[config.mk]
export PLATFORM = sky130hd
export DESIGN_NAME = keypad_decoder
export DESIGN_NICKNAME = d
export VERILOG_FILES = /design/src/rtl/keypad_decoder.sv
export SDC_FILE = /design/constraint.sdc
export NUM_CORES = 1
export LEC_CHECK = 0
export BUFFER_PORTS_ARGS = -buffer_cell sky130_fd_sc_hd__buf_2
export CAP_MARGIN = 20
export CORE_UTILIZATION = 45
export DETAILED_ROUTE_END_ITERATION = 16
export PLACE_DENSITY_LB_ADDON = 0.1
export SKIP_CTS_REPAIR_TIMING = 1
export SLEW_MARGIN = 5
export SYNTH_ARGS = -nofsm -noshare
export SYNTH_HDL_FRONTEND = slang
export SYNTH_SLANG_ARGS = --single-unit
[constraint.sdc]
create_clock -name clk -period 3.5 [get_ports clk]
set_clock_uncertainty 0.05 [all_clocks]
set_input_delay 0.175 -clock clk [delete_from_list [all_inputs] [get_ports clk]]
set_output_delay 0.175 -clock clk [all_outputs]
set_load 0.05 [all_outputs]
[src/rtl/keypad_decoder.sv]
// Keypad decoder: accumulates 4-column scan frames, debounces press/release over
// whole frames and decodes a single pressed key to a hex code with a one-cycle strobe.
module keypad_decoder #(
   parameter int unsigned DEBOUNCE_FRAMES = 4
) (
   input  logic       clk,
   input  logic       reset,
   input  logic [7:0] rcbits,
   output logic [3:0] key,
   output logic       key_valid,
   output logic       key_held
);

   localparam int unsigned CNT_W = 8;
   localparam logic [CNT_W-1:0] N_FRAMES = CNT_W'(DEBOUNCE_FRAMES);

   typedef enum logic [1:0] {IDLE, CANDIDATE, PRESSED, RELEASE_DB} state_t;

   state_t           r_state, w_state_nx;
   logic [CNT_W-1:0] r_cnt, w_cnt_nx, w_cnt_inc;
   logic [3:0]       r_cand, w_cand_nx;
   logic             w_accept;

   logic [1:0] r_fcnt, w_fcnt_m;
   logic [3:0] r_fcode, w_fcode_m;

   logic [3:0] w_rows, w_cols;
   logic       w_col_ok;
   logic [1:0] w_col, w_row;
   logic [2:0] w_pop, w_sum;
   logic [3:0] w_code;
   logic       w_frame_end, w_none, w_single;

   assign w_rows      = rcbits[7:4];
   assign w_cols      = rcbits[3:0];
   assign w_frame_end = (w_cols == 4'b0001);
   assign w_pop       = 3'(w_rows[0]) + 3'(w_rows[1]) + 3'(w_rows[2]) + 3'(w_rows[3]);
   assign w_cnt_inc   = r_cnt + CNT_W'(1);

   // Column index from the one-hot column field; anything else is not a valid sample
   always_comb begin
      w_col_ok = 1'b1;
      w_col    = 2'd0;
      case (w_cols)
         4'b0001: w_col = 2'd0;
         4'b0010: w_col = 2'd1;
         4'b0100: w_col = 2'd2;
         4'b1000: w_col = 2'd3;
         default: w_col_ok = 1'b0;
      endcase
   end

   // Lowest pressed row; only meaningful when a single key is down in the frame
   always_comb begin
      if (w_rows[0])      w_row = 2'd0;
      else if (w_rows[1]) w_row = 2'd1;
      else if (w_rows[2]) w_row = 2'd2;
      else                w_row = 2'd3;
   end

   // Keypad map (row,col) -> hex code
   always_comb begin
      case ({w_row, w_col})
         4'b0000: w_code = 4'h1;
         4'b0001: w_code = 4'h2;
         4'b0010: w_code = 4'h3;
         4'b0011: w_code = 4'hA;
         4'b0100: w_code = 4'h4;
         4'b0101: w_code = 4'h5;
         4'b0110: w_code = 4'h6;
         4'b0111: w_code = 4'hB;
         4'b1000: w_code = 4'h7;
         4'b1001: w_code = 4'h8;
         4'b1010: w_code = 4'h9;
         4'b1011: w_code = 4'hC;
         4'b1100: w_code = 4'hE;
         4'b1101: w_code = 4'h0;
         4'b1110: w_code = 4'hF;
         default: w_code = 4'hD;
      endcase
   end

   // Frame accumulators with the current cycle merged in (saturating key count)
   always_comb begin
      w_sum     = 3'(r_fcnt) + w_pop;
      w_fcnt_m  = r_fcnt;
      w_fcode_m = r_fcode;
      if (w_col_ok) begin
         w_fcnt_m = (w_sum >= 3'd2) ? 2'd2 : w_sum[1:0];
         if (w_rows != 4'd0) w_fcode_m = w_code;
      end
      w_none   = (w_fcnt_m == 2'd0);
      w_single = (w_fcnt_m == 2'd1);
   end

   // Frame accumulator registers, cleared at each frame end
   always_ff @(posedge clk or negedge reset) begin
      if (!reset) begin
         r_fcnt  <= 2'd0;
         r_fcode <= 4'h0;
      end else if (w_frame_end) begin
         r_fcnt  <= 2'd0;
         r_fcode <= 4'h0;
      end else begin
         r_fcnt  <= w_fcnt_m;
         r_fcode <= w_fcode_m;
      end
   end

   // Debounce FSM next state, evaluated only on frame-end cycles
   always_comb begin
      w_state_nx = r_state;
      w_cnt_nx   = r_cnt;
      w_cand_nx  = r_cand;
      w_accept   = 1'b0;
      if (w_frame_end) begin
         case (r_state)
            IDLE: begin
               if (w_single) begin
                  w_cand_nx = w_fcode_m;
                  w_cnt_nx  = CNT_W'(1);
                  if (N_FRAMES == CNT_W'(1)) begin
                     w_state_nx = PRESSED;
                     w_accept   = 1'b1;
                  end else begin
                     w_state_nx = CANDIDATE;
                  end
               end
            end
            CANDIDATE: begin
               if (w_single && (w_fcode_m == r_cand)) begin
                  w_cnt_nx = w_cnt_inc;
                  if (w_cnt_inc == N_FRAMES) begin
                     w_state_nx = PRESSED;
                     w_accept   = 1'b1;
                  end
               end else begin
                  w_state_nx = IDLE;
                  w_cnt_nx   = '0;
               end
            end
            PRESSED: begin
               if (w_none) begin
                  w_cnt_nx   = CNT_W'(1);
                  w_state_nx = (N_FRAMES == CNT_W'(1)) ? IDLE : RELEASE_DB;
               end
            end
            default: begin
               if (w_none) begin
                  w_cnt_nx = w_cnt_inc;
                  if (w_cnt_inc == N_FRAMES) begin
                     w_state_nx = IDLE;
                     w_cnt_nx   = '0;
                  end
               end else begin
                  w_state_nx = PRESSED;
                  w_cnt_nx   = '0;
               end
            end
         endcase
      end
   end

   // FSM state register
   always_ff @(posedge clk or negedge reset) begin
      if (!reset) begin
         r_state <= IDLE;
         r_cnt   <= '0;
         r_cand  <= 4'h0;
      end else begin
         r_state <= w_state_nx;
         r_cnt   <= w_cnt_nx;
         r_cand  <= w_cand_nx;
      end
   end

   // Registered outputs
   always_ff @(posedge clk or negedge reset) begin
      if (!reset) begin
         key       <= 4'h0;
         key_valid <= 1'b0;
         key_held  <= 1'b0;
      end else begin
         if (w_accept) key <= w_cand_nx;
         key_valid <= w_accept;
         key_held  <= (w_state_nx == PRESSED) || (w_state_nx == RELEASE_DB);
      end
   end

endmodule
==> results of run 1 <==
[how the worst min path moves through the flow]
stage                                      end  slack [ps]  depth (start not counted)
after detailed placement   r_fcnt[0]$_DFF_PN0_         170                          1
after CTS                  r_fcnt[0]$_DFF_PN0_        -130                          1
after floorplan             key[0]$_DFFE_PN0P_        -170                          0
after global routing      r_fcode[2]$_DFF_PN0_         390                          3
final                     r_fcode[0]$_DFF_PN0_         370                          3
after global placement    r_fcode[0]$_DFF_PN0_         150                          1
[power groups by stage]
stage | Clock, mW | Sequential, mW | Combinational [mW]
finish | 0.245 | 0.376 | 0.242
global route | 0.265 | 0.381 | 0.275
CTS | 0.252 | 0.375 | 0.243
detailed placement | 0 | 0.381 | 0.241
global placement | 0 | 0.379 | 0.228
floorplan | 0 | 0.363 | 0.202
[state kept, by name, indices dropped and copies added (netlist names)]
| signal | count |
|---|---|
| key | 4 |
| key_held | 1 |
| r_state | 2 |
| key_valid | 1 |
| r_fcode | 4 |
| r_cand | 4 |
| r_cnt | 8 |
| r_fcnt | 2 |
[stage by stage]
stage / setup slack, ps / total power, mW / hold WS, ps / std cells / util, %
after floorplan: 362 / 0.565 / -171 / 186 / -
after global placement: 116 / 0.608 / 150 / 246 / 49.8
after detailed placement: 43.5 / 0.622 / 169 / 246 / 49.8
after CTS: 331 / 0.870 / -127 / 250 / 51.6
after global routing: 194 / 0.922 / 385 / 251 / 51.8
final: 360 / 0.863 / 374 / 251 / 51.8
[cells by family after synthesis]
family	after synthesis	share of synthesized area, %
AND/OR/NAND/NOR	64	20.9
AO/OA/AOI/OAI	41	18.9
flip-flops	26	34.5
buffers and inverters	24	6.36
multiplexers	11	6.96
XOR/XNOR	10	4.64
adder cells (fa/ha/maj)	10	7.82
[metal layers]
layer	GRT usage (%)	vias to the layer above	wire [um]
met5	0	-	0
met4	9.84	0	122
met3	2.57	9	142
met2	32.1	41	1830
met1	25.0	699	1850
li1	-	714	-
[tightest hold or removal path, cell delays in order]
cell and delay [ps]:
sky130_fd_sc_hd__buf_2 170, sky130_fd_sc_hd__or4b_4 190, sky130_fd_sc_hd__and2_1 120
[placed cells by master (no fill, tap or decap), types with 2 or more instances in the layout]
master,synthesis,layout
sky130_fd_sc_hd__and2_1,3,3
sky130_fd_sc_hd__nor2b_1,4,4
sky130_fd_sc_hd__and3_1,3,3
sky130_fd_sc_hd__nor3b_1,2,2
sky130_fd_sc_hd__nand3_1,5,5
sky130_fd_sc_hd__o21ai_0,6,6
sky130_fd_sc_hd__a41oi_1,2,2
sky130_fd_sc_hd__a21oi_1,7,7
sky130_fd_sc_hd__ha_1,7,7
sky130_fd_sc_hd__xor2_1,6,6
sky130_fd_sc_hd__inv_1,15,15
sky130_fd_sc_hd__a31oi_1,2,2
sky130_fd_sc_hd__a32oi_1,2,2
sky130_fd_sc_hd__nand2_1,5,5
sky130_fd_sc_hd__mux2_2,3,3
sky130_fd_sc_hd__nor3_1,6,6
sky130_fd_sc_hd__nor4b_1,2,2
sky130_fd_sc_hd__dfrtp_1,26,26
sky130_fd_sc_hd__a2111oi_2,2,2
sky130_fd_sc_hd__nor2_1,14,14
sky130_fd_sc_hd__mux2i_1,3,3
sky130_fd_sc_hd__o221ai_1,2,2
sky130_fd_sc_hd__nand4_1,4,4
sky130_fd_sc_hd__fa_1,3,3
sky130_fd_sc_hd__nor4_1,5,5
sky130_fd_sc_hd__buf_4,1,4
sky130_fd_sc_hd__o21a_1,3,3
sky130_fd_sc_hd__clkbuf_8,0,3
sky130_fd_sc_hd__mux2_1,4,4
sky130_fd_sc_hd__or3_1,3,3
sky130_fd_sc_hd__xnor2_1,4,4
sky130_fd_sc_hd__buf_2,3,15
sky130_fd_sc_hd__o211a_1,2,2
[layout make-up]
| type | count | share of cell area, % |
|---|---|---|
| inverters | 15 | 2.72 |
| well taps | 50 | 3.02 |
| flip-flops and latches | 26 | 31.4 |
| clock inverters | 1 | 1.45 |
| repair buffers | 20 | 5.55 |
| clock buffers | 3 | 1.99 |
| multi-input cells | 136 | 53.9 |
==> metrics.md, run 1 <==
| Metric | Value |
|---|---|
| Run status | complete, no violations |
| Cell at the root of the clock tree | sky130_fd_sc_hd__clkbuf_8 |
| Post-synth net total | 206 |
| H-tree levels | 1 |
| Global-route wire length before repair | 6.49 mm |
| Proportion of power drawn by combinational gates | 28.0% |
| Aggregate negative setup slack | 0 ps |
| Total I/O pin count | 16 |
| Sum of buffers and inverters on the critical path | 1 |
| Fill cell instance count of the final layout | 355 |
| Top achievable clock speed | 0.318 GHz |
| Total area of multi-input combinational cells | 1120 um2 |
| IO Port Bufs | 15 |
| Total CTS buffers | 3 |
| Startpoint of the worst register-to-register path | r_fcnt[0]$_DFF_PN0_ |
| Total count of max-transition violations in the final report | 0 |
| Layout Area Growth over Synthesis | 9.81% |
| Worst R2R End | key[0]$_DFFE_PN0P_ |
| Final Net Count | 222 |
| Die Span X | 66.8 um |
| Async set-or-reset flop fraction in the synthesized netlist | 100% |
| Hold path startpoint | rcbits[2] |
| Maxcap violations | 0 |
| Final design instance area without fill | 2070 um2 |
| Residual overflow from global routing | 0 |
| Iteration-0 DRC Markers | 70 |
| Register area | 651 um2 |
| Actual slew at the worst max-slew pin | 655 ps |
| Cell seen most often among critical-path stages | sky130_fd_sc_hd__fa_1 |
| Signal arrival time at the worst endpoint | 3240 ps |
| Switching power of the nets | 0.273 mW |
| Die area | 4460 um2 |
| Flip-flop cell with the highest count after synthesis | sky130_fd_sc_hd__dfrtp_1 |
| Critical path type | in2reg |
| Part of the cycle the worst path needs | 89.7% |
| Power Density | 416 nW/um2 |
| Setup repair after global routing missed its margin | no |
| Kind of capture point of the worst setup path | flop |
| Slew margin rel. | 56.0% |
| Clock tree from TritonCTS | done |
| Clock-pin slew reported for the worst setup and hold paths after clock tree synthesis | 80 ps |
| # diodes | 0 |
| Sequential cell fraction of total power | 43.5% |
| Starting density of the core | 47.2% |
| Maximum net fanout on the critical path | 6 |
| Most frequent cell after synthesis | sky130_fd_sc_hd__dfrtp_1 |
| WL/cell | 15.7 um |
| Sequential fraction of the synthesis area | 34.5% |
| Most area-consuming cells after synthesis | sky130_fd_sc_hd__dfrtp_1 (34%), sky130_fd_sc_hd__ha_1 (4.6%), sky130_fd_sc_hd__fa_1 (3.2%), sky130_fd_sc_hd__inv_1 (3.0%), sky130_fd_sc_hd__nor2_1 (2.8%) |
| Cell area after placement | 1990 um2 |
| Number of clock sinks seen by CTS | 26 |
| Syn avg cell area | 10.2 um2 |
| Vias in the first global route | 1430 |
| Slack of the worst reg-to-reg path | 410 ps |
| Class of the worst hold path | in2reg |
| Number of distinct library cell variants in the gate-level netlist after synthesis | 56 |
| Net switching share of the total power | 31.6% |
| # setup viols final | 0 |
| Routed wire length | 3.94 mm |
| Launching element type of the critical path | input port |
| Clock Latency Late Sink | 270 ps |
| Stages on the worst setup path | 9 |
| Initial antenna violation count | 0 |
| Post-synth top cells | sky130_fd_sc_hd__dfrtp_1 (26), sky130_fd_sc_hd__inv_1 (15), sky130_fd_sc_hd__nor2_1 (14) |
| Post-DP HPWL | 3.07 mm |
| Seq cells post-synth | 26 |
| Max stage delay on crit path | 500 ps |
| Via count of the routed design | 1463 |
| Final hold violation count | 0 |
| Vertical die dimension | 66.8 um |
| Fraction of layout cells with a size suffix above 1 | 19.9% |
| Post-Syn Instances | 186 |
| Cell chain of the critical path | buf_2, fa_1, fa_1, fa_1, nor4b_1, mux2i_1, or3_1, mux2_2, mux2_1 |
| Post-route DRC | 0 |
| RD Place Congestion | 0.866 |
| Top delay family on crit path | adder cells |
| Shortest clock period the worst path allows after layout | 3140 ps |
| Pin count of the biggest net entering global routing | 27 |
| Part of the power in the clock network | 28.4% |
| Crit path from | rcbits[4] |
| Total global routing track utilization | 19.6% |
| Vias per std cell | 5.83 |
| Site Rows | 23 |
| Area share of the largest cell type after synthesis | 34.5% |
| Reg2reg path depth | 7 |
| Core area | 4000 um2 |
| Standard cell with the maximum stage delay on the critical path | sky130_fd_sc_hd__fa_1 |
| Standby leakage power | 0.962 nW |
| Cell area after synthesis | 1890 um2 |
| First-pass iteration count of the detailed router | 4 |
| Crit path capture | key[0]$_DFFE_PN0P_ |
| Worst voltage drop across the vdd grid | 234 uV |
| Internal power component | 0.590 mW |
| Antenna viol nets, final | 0 |
| Largest area contributor in the synthesized netlist | sky130_fd_sc_hd__dfrtp_1 |
| Max Root-Sink Buffers | 2 |
| EDFF count, synth | 0 |
| Count of yosys warnings during synthesis | 0 |
| Required time reported for the critical path endpoint | 3600 ps |
Power figures use the tool's default switching activity.
==> inputs of run 2 (changes only) <==
ABC_AREA = 1   (was default)
==> run 2 against run 1 <==
First-iteration DRC count down 29%. Power down 0.51%. Die area down 4.2%. Largest cell class unchanged. Highest routed layer unchanged.
==> metrics.md, run 2 <==
| Metric | Value |
|---|---|
| RD Place Congestion | 0.811 (was 0.866) |
| Via count of the routed design | 1457 (was 1463) |
| Post-synth net total | 266 (was 206) |
| Residual overflow from global routing | 0 (unchanged) |
| H-tree levels | 1 (unchanged) |
| Syn avg cell area | 7.34 um2 (was 10.2 um2) |
| Vertical die dimension | 65.4 um (was 66.8 um) |
| Maxcap violations | 0 (unchanged) |
| Actual slew at the worst max-slew pin | 562 ps (was 655 ps) |
| Signal arrival time at the worst endpoint | 2770 ps (was 3240 ps) |
| Global-route wire length before repair | 5.88 mm (was 6.49 mm) |
| Fraction of layout cells with a size suffix above 1 | 17.0% (was 19.9%) |
| Async set-or-reset flop fraction in the synthesized netlist | 100% (unchanged) |
| Wire length on met1 | 1.71 mm (was 1.85 mm) |
| Max stage delay on crit path | 490 ps (was 500 ps) |
| Part of the power in the clock network | 18.9% (was 28.4%) |
| Number of distinct library cell variants in the gate-level netlist after synthesis | 29 (was 56) |
| Total global routing track utilization | 18.0% (was 19.6%) |
| Total I/O pin count | 16 (unchanged) |
| Maximum net fanout on the critical path | 11 (was 6) |
| Cell chain of the critical path | buf_2, fa_1, fa_1, fa_1, o21ai_2, nand2_1, nor2_2, nand3_1, nor2_1, and2_4, nand3_2, nand2_1, o21ai_2 (was buf_2, fa_1, fa_1, fa_1, nor4b_1, mux2i_1, or3_1, mux2_2, mux2_1) |
| First-pass iteration count of the detailed router | 4 (unchanged) |
| Clock tree from TritonCTS | done (unchanged) |
| # setup viols final | 0 (unchanged) |
| Fill cell instance count of the final layout | 383 (was 355) |
| Post-route DRC | 0 (unchanged) |
| Final Net Count | 286 (was 222) |
| Max reg flops | 8 (unchanged) |
| Standby leakage power | 1.08 nW (was 0.962 nW) |
| Max Root-Sink Buffers | 2 (unchanged) |
| Total count of max-transition violations in the final report | 0 (unchanged) |
| Die area | 4270 um2 (was 4460 um2) |
| WL/cell | 10.2 um (was 15.7 um) |
| Run status | complete, no violations (unchanged) |
| Uppermost metal layer occupied by signal nets | met4 (unchanged) |
| Part of the cycle the worst path needs | 75.9% (was 89.7%) |
| Met2 routed WL | 1.32 mm (was 1.83 mm) |
| Top library cells by usage in the layout, fill and taps aside | sky130_fd_sc_hd__nand2_1 (71), sky130_fd_sc_hd__inv_1 (36), sky130_fd_sc_hd__nor2_1 (29) (was sky130_fd_sc_hd__dfrtp_1 (26), sky130_fd_sc_hd__inv_1 (15), sky130_fd_sc_hd__buf_2 (15)) |
| Starting density of the core | 48.3% (was 47.2%) |
| Largest area contributor in the synthesized netlist | sky130_fd_sc_hd__dfrtp_1 (unchanged) |
| # diodes | 0 (unchanged) |
| Top achievable clock speed | 0.377 GHz (was 0.318 GHz) |
| Proportion of power drawn by combinational gates | 34.5% (was 28.0%) |
| Count of yosys warnings during synthesis | 0 (unchanged) |
| Die Span X | 65.4 um (was 66.8 um) |
| Cell seen most often among critical-path stages | sky130_fd_sc_hd__fa_1 (unchanged) |
| Standard cell with the maximum stage delay on the critical path | sky130_fd_sc_hd__fa_1 (unchanged) |
| Setup repair after global routing missed its margin | no (unchanged) |
| Vias in the first global route | 1392 (was 1430) |
| Final hold violation count | 0 (unchanged) |
| Sequential fraction of the synthesis area | 36.0% (was 34.5%) |
| Flip-flop cell with the highest count after synthesis | sky130_fd_sc_hd__dfrtp_1 (unchanged) |
| Pin count of the biggest net entering global routing | 27 (unchanged) |
| Routed wire length | 3.19 mm (was 3.94 mm) |
| Layout Area Growth over Synthesis | 9.49% (was 9.81%) |
| Number of clock sinks seen by CTS | 26 (unchanged) |
| Aggregate negative setup slack | 0 ps (unchanged) |
| Clock Latency Late Sink | 270 ps (about the same) |
| Iteration-0 DRC Markers | 50 (was 70) |
| # placed instances | 308 (was 246) |
| Post-Syn Instances | 246 (was 186) |
| Most frequent standard cell in the layout excluding fill and tap cells | sky130_fd_sc_hd__nand2_1 (was sky130_fd_sc_hd__dfrtp_1) |
| Site Rows | 22 (was 23) |
| Class of the worst hold path | in2reg (unchanged) |
| Post-route non-filler standard cell count | 312 (was 251) |
| Seq cells post-synth | 26 (unchanged) |
| Net switching share of the total power | 36.8% (was 31.6%) |
| Critical path type | in2reg (unchanged) |
| IO Port Bufs | 15 (unchanged) |
| Power Density | 434 nW/um2 (was 416 nW/um2) |
| Area share of the largest cell type after synthesis | 36.0% (was 34.5%) |
| Slew margin rel. | 62.5% (was 56.0%) |
| Shortest clock period the worst path allows after layout | 2660 ps (was 3140 ps) |
| Core area | 3740 um2 (was 4000 um2) |
| Vias per std cell | 4.67 (was 5.83) |
| Sequential cell fraction of total power | 46.7% (was 43.5%) |
| EDFF count, synth | 0 (unchanged) |
| Internal power component | 0.543 mW (was 0.590 mW) |
| Most area-consuming cells after synthesis | sky130_fd_sc_hd__dfrtp_1 (36%), sky130_fd_sc_hd__nand2_1 (15%), sky130_fd_sc_hd__inv_1 (7.5%), sky130_fd_sc_hd__nor2_1 (6.0%), sky130_fd_sc_hd__ha_1 (4.8%) (was sky130_fd_sc_hd__dfrtp_1 (34%), sky130_fd_sc_hd__ha_1 (4.6%), sky130_fd_sc_hd__fa_1 (3.2%), sky130_fd_sc_hd__inv_1 (3.0%), sky130_fd_sc_hd__nor2_1 (2.8%)) |
| Worst voltage drop across the vdd grid | 244 uV (was 234 uV) |
| Largest register by flop count | r_cnt (unchanged) |
| Post-DP HPWL | 2.53 mm (was 3.07 mm) |
| Initial antenna violation count | 0 (unchanged) |
| Post-synth top cells | sky130_fd_sc_hd__nand2_1 (71), sky130_fd_sc_hd__inv_1 (36), sky130_fd_sc_hd__nor2_1 (29) (was sky130_fd_sc_hd__dfrtp_1 (26), sky130_fd_sc_hd__inv_1 (15), sky130_fd_sc_hd__nor2_1 (14)) |
| Most frequent cell after synthesis | sky130_fd_sc_hd__nand2_1 (was sky130_fd_sc_hd__dfrtp_1) |
| Cell area after synthesis | 1810 um2 (was 1890 um2) |
| Clock-pin slew reported for the worst setup and hold paths after clock tree synthesis | 80 ps (about the same) |
| Antenna viol nets, final | 0 (unchanged) |
| Kind of capture point of the worst setup path | flop (unchanged) |
| Total CTS buffers | 3 (unchanged) |
| Switching power of the nets | 0.316 mW (was 0.273 mW) |
| Wire length on met3 | 98 um (was 142 um) |
| Launching element type of the critical path | input port (unchanged) |
| Required time reported for the critical path endpoint | 3610 ps (was 3600 ps) |
| Cell at the root of the clock tree | sky130_fd_sc_hd__clkbuf_8 (unchanged) |
[run 2: critical path, delay by kind of cell]
family / cells / cell delay (ps)
fa+ha+maj: 3 / 1340
buf+inv: 1 / 110
simple gates: 7 / 950
compound gates: 2 / 210
[run 2: area by class of cell]
cell class	instances	area, um2	area share, %
clock buffers	3	41.3	2.09
inverters	40	150	7.59
multi-input cells	178	983	49.7
flip-flops and latches	26	651	32.9
well taps	48	60.1	3.04
repair buffers	17	92.6	4.68
[run 2: layer usage]
metal / GRT usage, % / vias up
met5: 0 / -
met4: 7.61 / 0
met3: 2.60 / 5
met2: 28.1 / 19
met1: 24.7 / 639
li1: - / 794
[run 2: final timing paths]
path                            slack, ps  cells after the start           startpoint                   end
worst min-delay path                  360                      5            rcbits[1]   r_fcnt[0]$_DFF_PN0_
worst max-delay path                  840                     13            rcbits[4]    key[0]$_DFFE_PN0P_
min in group asynchronous             370                      2                reset   r_cand[2]$_DFF_PN0_
worst min register to register        440                      2   key[2]$_DFFE_PN0P_    key[2]$_DFFE_PN0P_
max in group asynchronous            2650                      2                reset  r_cnt[1]$_DFFE_PN0P_
worst max register to register        930                     11  r_fcnt[0]$_DFF_PN0_    key[0]$_DFFE_PN0P_
[run 2: kinds of logic after synthesis]
kind of cell,count (synthesis),share of synthesized area (%)
XOR/XNOR,5,2.42
flip-flops,26,36.0
AO/OA/AOI/OAI,18,6.65
AND/OR/NAND/NOR,145,37.2
adder cells (fa/ha/maj),10,8.17
buffers and inverters,42,9.56
[run 2: power groups by stage]
stage / clock network [mW] / registers (mW) / logic [mW]
2_1_floorplan: 0 / 0.397 / 0.240
3_3_place_gp: 0 / 0.405 / 0.297
3_5_place_dp: 0 / 0.407 / 0.298
4_1_cts: 0.175 / 0.401 / 0.300
5_1_grt: 0.183 / 0.410 / 0.355
6_report: 0.162 / 0.401 / 0.296
[run 2: per-stage QoR]
stage	util (%)	worst slack (ps)	instance area, um2	hold slack, ps	total power, mW
after floorplan	-	846	1810	-171	0.637
after global placement	51.5	529	1930	160	0.702
after detailed placement	51.5	534	1930	156	0.705
after CTS	52.6	821	1970	-147	0.876
after global routing	52.8	593	1980	420	0.947
final	52.8	845	1980	356	0.858
==> inputs of run 3 (changes only) <==
clock period = 2.55 ns   (was 3.5 ns; I/O delays follow)
==> run 3 against run 2 <==
Sequential cell count stayed put. Wire length is 7.3% higher. Global-route usage is 0.22 points higher. Worst setup slack worse by 750 ps. Combinational power is 59% higher. Power is 59% higher. Clock power is 110% higher. Via count is 3.0% higher. Clock-buffer cell count stayed put. Die area stayed put. Cell area is 8.3% higher. Cell count is 2.2% higher. Largest power group unchanged.
==> metrics.md, run 3 (synthesized netlist as in run 2, its figures left out) <==
| Metric | Value |
|---|---|
| Run status | complete, no violations (unchanged) |
| Cell chain of the critical path | buf_2, fa_1, fa_2, fa_1, o21ai_2, nand2_2, nor2_2, buf_4, inv_2, nor2_4, buf_4, nand3_1, and2_4, o21ai_2 (was buf_2, fa_1, fa_1, fa_1, o21ai_2, nand2_1, nor2_2, nand3_1, nor2_1, and2_4, nand3_2, nand2_1, o21ai_2) |
| Core area | 3740 um2 (unchanged) |
| Cell at the root of the clock tree | sky130_fd_sc_hd__clkbuf_8 (unchanged) |
| Top library cells by usage in the layout, fill and taps aside | sky130_fd_sc_hd__nand2_1 (67), sky130_fd_sc_hd__inv_1 (35), sky130_fd_sc_hd__dfrtp_1 (26) (was sky130_fd_sc_hd__nand2_1 (71), sky130_fd_sc_hd__inv_1 (36), sky130_fd_sc_hd__nor2_1 (29)) |
| Register area | 651 um2 (unchanged) |
| Sum of buffers and inverters on the critical path | 4 (was 1) |
| Power Density | 637 nW/um2 (was 434 nW/um2) |
| Part of the power in the clock network | 25.2% (was 18.9%) |
| Net switching share of the total power | 35.7% (was 36.8%) |
| Die area | 4270 um2 (unchanged) |
| Largest register by flop count | r_cnt (unchanged) |
| WL/cell | 10.7 um (was 10.2 um) |
| Switching power of the nets | 0.488 mW (was 0.316 mW) |
| Die Span X | 65.4 um (unchanged) |
| Standby leakage power | 1.14 nW (was 1.08 nW) |
| Total global routing track utilization | 18.2% (was 18.0%) |
| Worst hold slack | 301 ps (was 356 ps) |
| Fraction of layout cells with a size suffix above 1 | 25.1% (was 17.0%) |
| Site Rows | 22 (unchanged) |
| Clock tree from TritonCTS | done (unchanged) |
| Aggregate negative setup slack | 0 ps (unchanged) |
| Vias in the first global route | 1447 (was 1392) |
| Total Power | 1.37 mW (was 0.858 mW) |
| Slack of the worst reg-to-reg path | 90 ps (was 930 ps) |
| Proportion of power drawn by combinational gates | 34.4% (was 34.5%) |
| Max reg flops | 8 (unchanged) |
| Maximum net fanout on the critical path | 2 (was 11) |
| Reg2reg path depth | 12 (was 11) |
| Standard cell with the maximum stage delay on the critical path | sky130_fd_sc_hd__fa_1 (unchanged) |
| RD Place Congestion | 0.792 (was 0.811) |
| Global-route wire length before repair | 6.02 mm (was 5.88 mm) |
| Top achievable clock speed | 0.406 GHz |
| H-tree levels | 1 (unchanged) |
| Signal arrival time at the worst endpoint | 2620 ps (was 2770 ps) |
| Launching element type of the critical path | input port (unchanged) |
| Total area of multi-input combinational cells | 1070 um2 (was 983 um2) |
| Max stage delay on crit path | 470 ps (was 490 ps) |
| Clock-pin slew reported for the worst setup and hold paths after clock tree synthesis | 90 ps (was 80 ps) |
| Residual overflow from global routing | 0 (unchanged) |
| Antenna viol nets, final | 0 (unchanged) |
| Kind of capture point of the worst setup path | flop (unchanged) |
| Iteration-0 DRC Markers | 46 (was 50) |
| Final Net Count | 292 (was 286) |
| Post-route DRC | 0 (unchanged) |
| Hold path startpoint | rcbits[7] (was rcbits[1]) |
| Required time reported for the critical path endpoint | 2710 ps (was 3610 ps) |
| # setup viols final | 0 (unchanged) |
| Layout Area Growth over Synthesis | 18.6% (was 9.49%) |
| IO Port Bufs | 15 (unchanged) |
| Worst R2R End | key[0]$_DFFE_PN0P_ (unchanged) |
| Stages on the worst setup path | 14 (was 13) |
| Worst voltage drop across the vdd grid | 352 uV (was 244 uV) |
| Shortest clock period the worst path allows after layout | 2460 ps |
| # diodes | 0 (unchanged) |
| Hold path depth | 6 (was 5) |
| Setup repair after global routing missed its margin | yes (was no) |
| Slew margin rel. | 61.6% (was 62.5%) |
| Max Root-Sink Buffers | 2 (unchanged) |
| Pin count of the biggest net entering global routing | 27 (unchanged) |
| First-pass iteration count of the detailed router | 4 (unchanged) |
| Starting density of the core | 48.3% (unchanged) |
| Internal power component | 0.878 mW (was 0.543 mW) |
| Startpoint of the worst register-to-register path | r_fcnt[0]$_DFF_PN0_ (unchanged) |
| Vias per std cell | 4.70 (was 4.67) |
| Maxcap violations | 0 (unchanged) |
| Hold endpoint | r_fcode[0]$_DFF_PN0_ (was r_fcnt[0]$_DFF_PN0_) |
| Total I/O pin count | 16 (unchanged) |
| Fill cell instance count of the final layout | 372 (was 383) |
| Part of the cycle the worst path needs | 96.5% |
| Top delay family on crit path | adder cells (unchanged) |
| Actual slew at the worst max-slew pin | 576 ps (was 562 ps) |
| Sequential cell fraction of total power | 40.4% (was 46.7%) |
| Number of clock sinks seen by CTS | 26 (unchanged) |
| Vertical die dimension | 65.4 um (unchanged) |
| Final hold violation count | 0 (unchanged) |
| Most frequent standard cell in the layout excluding fill and tap cells | sky130_fd_sc_hd__nand2_1 (unchanged) |
| Routed wire length | 3.42 mm (was 3.19 mm) |
| Total CTS buffers | 3 (unchanged) |
| Clock Latency Late Sink | 280 ps (was 270 ps) |
| Initial antenna violation count | 0 (unchanged) |
| Via count of the routed design | 1500 (was 1457) |
| Post-DP HPWL | 2.60 mm (was 2.53 mm) |
| Total count of max-transition violations in the final report | 0 (unchanged) |
| Critical path type | in2reg (unchanged) |
| Class of the worst hold path | in2reg (unchanged) |
run 3: cell types whose count changed in the layout (fill, tap and decap cells not counted), sizes merged:
cell	before	now
buf	16	21
bufinv	0	1
nand3	23	24
run 3: power by group through the flow:
stage	combinational, mW	clock, mW	sequential (mW)
after floorplan	0.330	0	0.546
after global placement	0.432	0	0.558
after detailed placement	0.437	0	0.558
after CTS	0.438	0.355	0.552
after global routing	0.537	0.368	0.563
final	0.471	0.344	0.551
run 3: worst max-delay path by stage:
| stage | from | endpoint | slack (ps) |
|---|---|---|---|
| floorplan | rcbits[4] | key[1]$_DFFE_PN0P_ | -20 |
| global placement | rcbits[4] | key[3]$_DFFE_PN0P_ | -300 |
| detailed placement | rcbits[4] | key[2]$_DFFE_PN0P_ | -370 |
| CTS | rcbits[4] | key[1]$_DFFE_PN0P_ | -80 |
| global route | r_fcnt[0]$_DFF_PN0_ | key[0]$_DFFE_PN0P_ | -50 |
| finish | rcbits[5] | key[0]$_DFFE_PN0P_ | 90 |
run 3: per-layer routing:
metal / vias up / routed length, um / part of all wire [%] / track usage, %
li1: 806 / - / - / -
met1: 665 / 1840 / 54 / 24.3
met2: 24 / 1430 / 42 / 29.0
met3: 5 / 96 / 2.8 / 2.95
met4: 0 / 53 / 1.6 / 7.61
met5: - / 0 / 0 / 0
run 3: stage by stage:
| step | cells | setup slack, ps | util (%) | instance area, um2 |
|---|---|---|---|---|
| floorplan | 246 | -20.6 | - | 1810 |
| global placement | 313 | -300 | 52.5 | 1970 |
| detailed placement | 313 | -373 | 52.5 | 1970 |
| CTS | 317 | -82.5 | 54.4 | 2040 |
| global route | 319 | -51.7 | 57.3 | 2140 |
| finish | 319 | 89.8 | 57.3 | 2140 |
run 3: area by class of cell:
cell class | instances | area share, %
Timing Repair Buffer | 22 | 6.54
Clock buffer | 3 | 1.93
Sequential cell | 26 | 30.4
Tap cell | 48 | 2.80
Multi-Input combinational cell | 179 | 50.0
Inverter | 40 | 7.01
Clock inverter | 1 | 1.40
run 3: tightest hold or removal path, delay by kind of cell:
kind / cells / cell delay, ps
AND/OR/NAND/NOR: 4 / 310
buffers and inverters: 1 / 80
AO/OA/AOI/OAI: 1 / 70
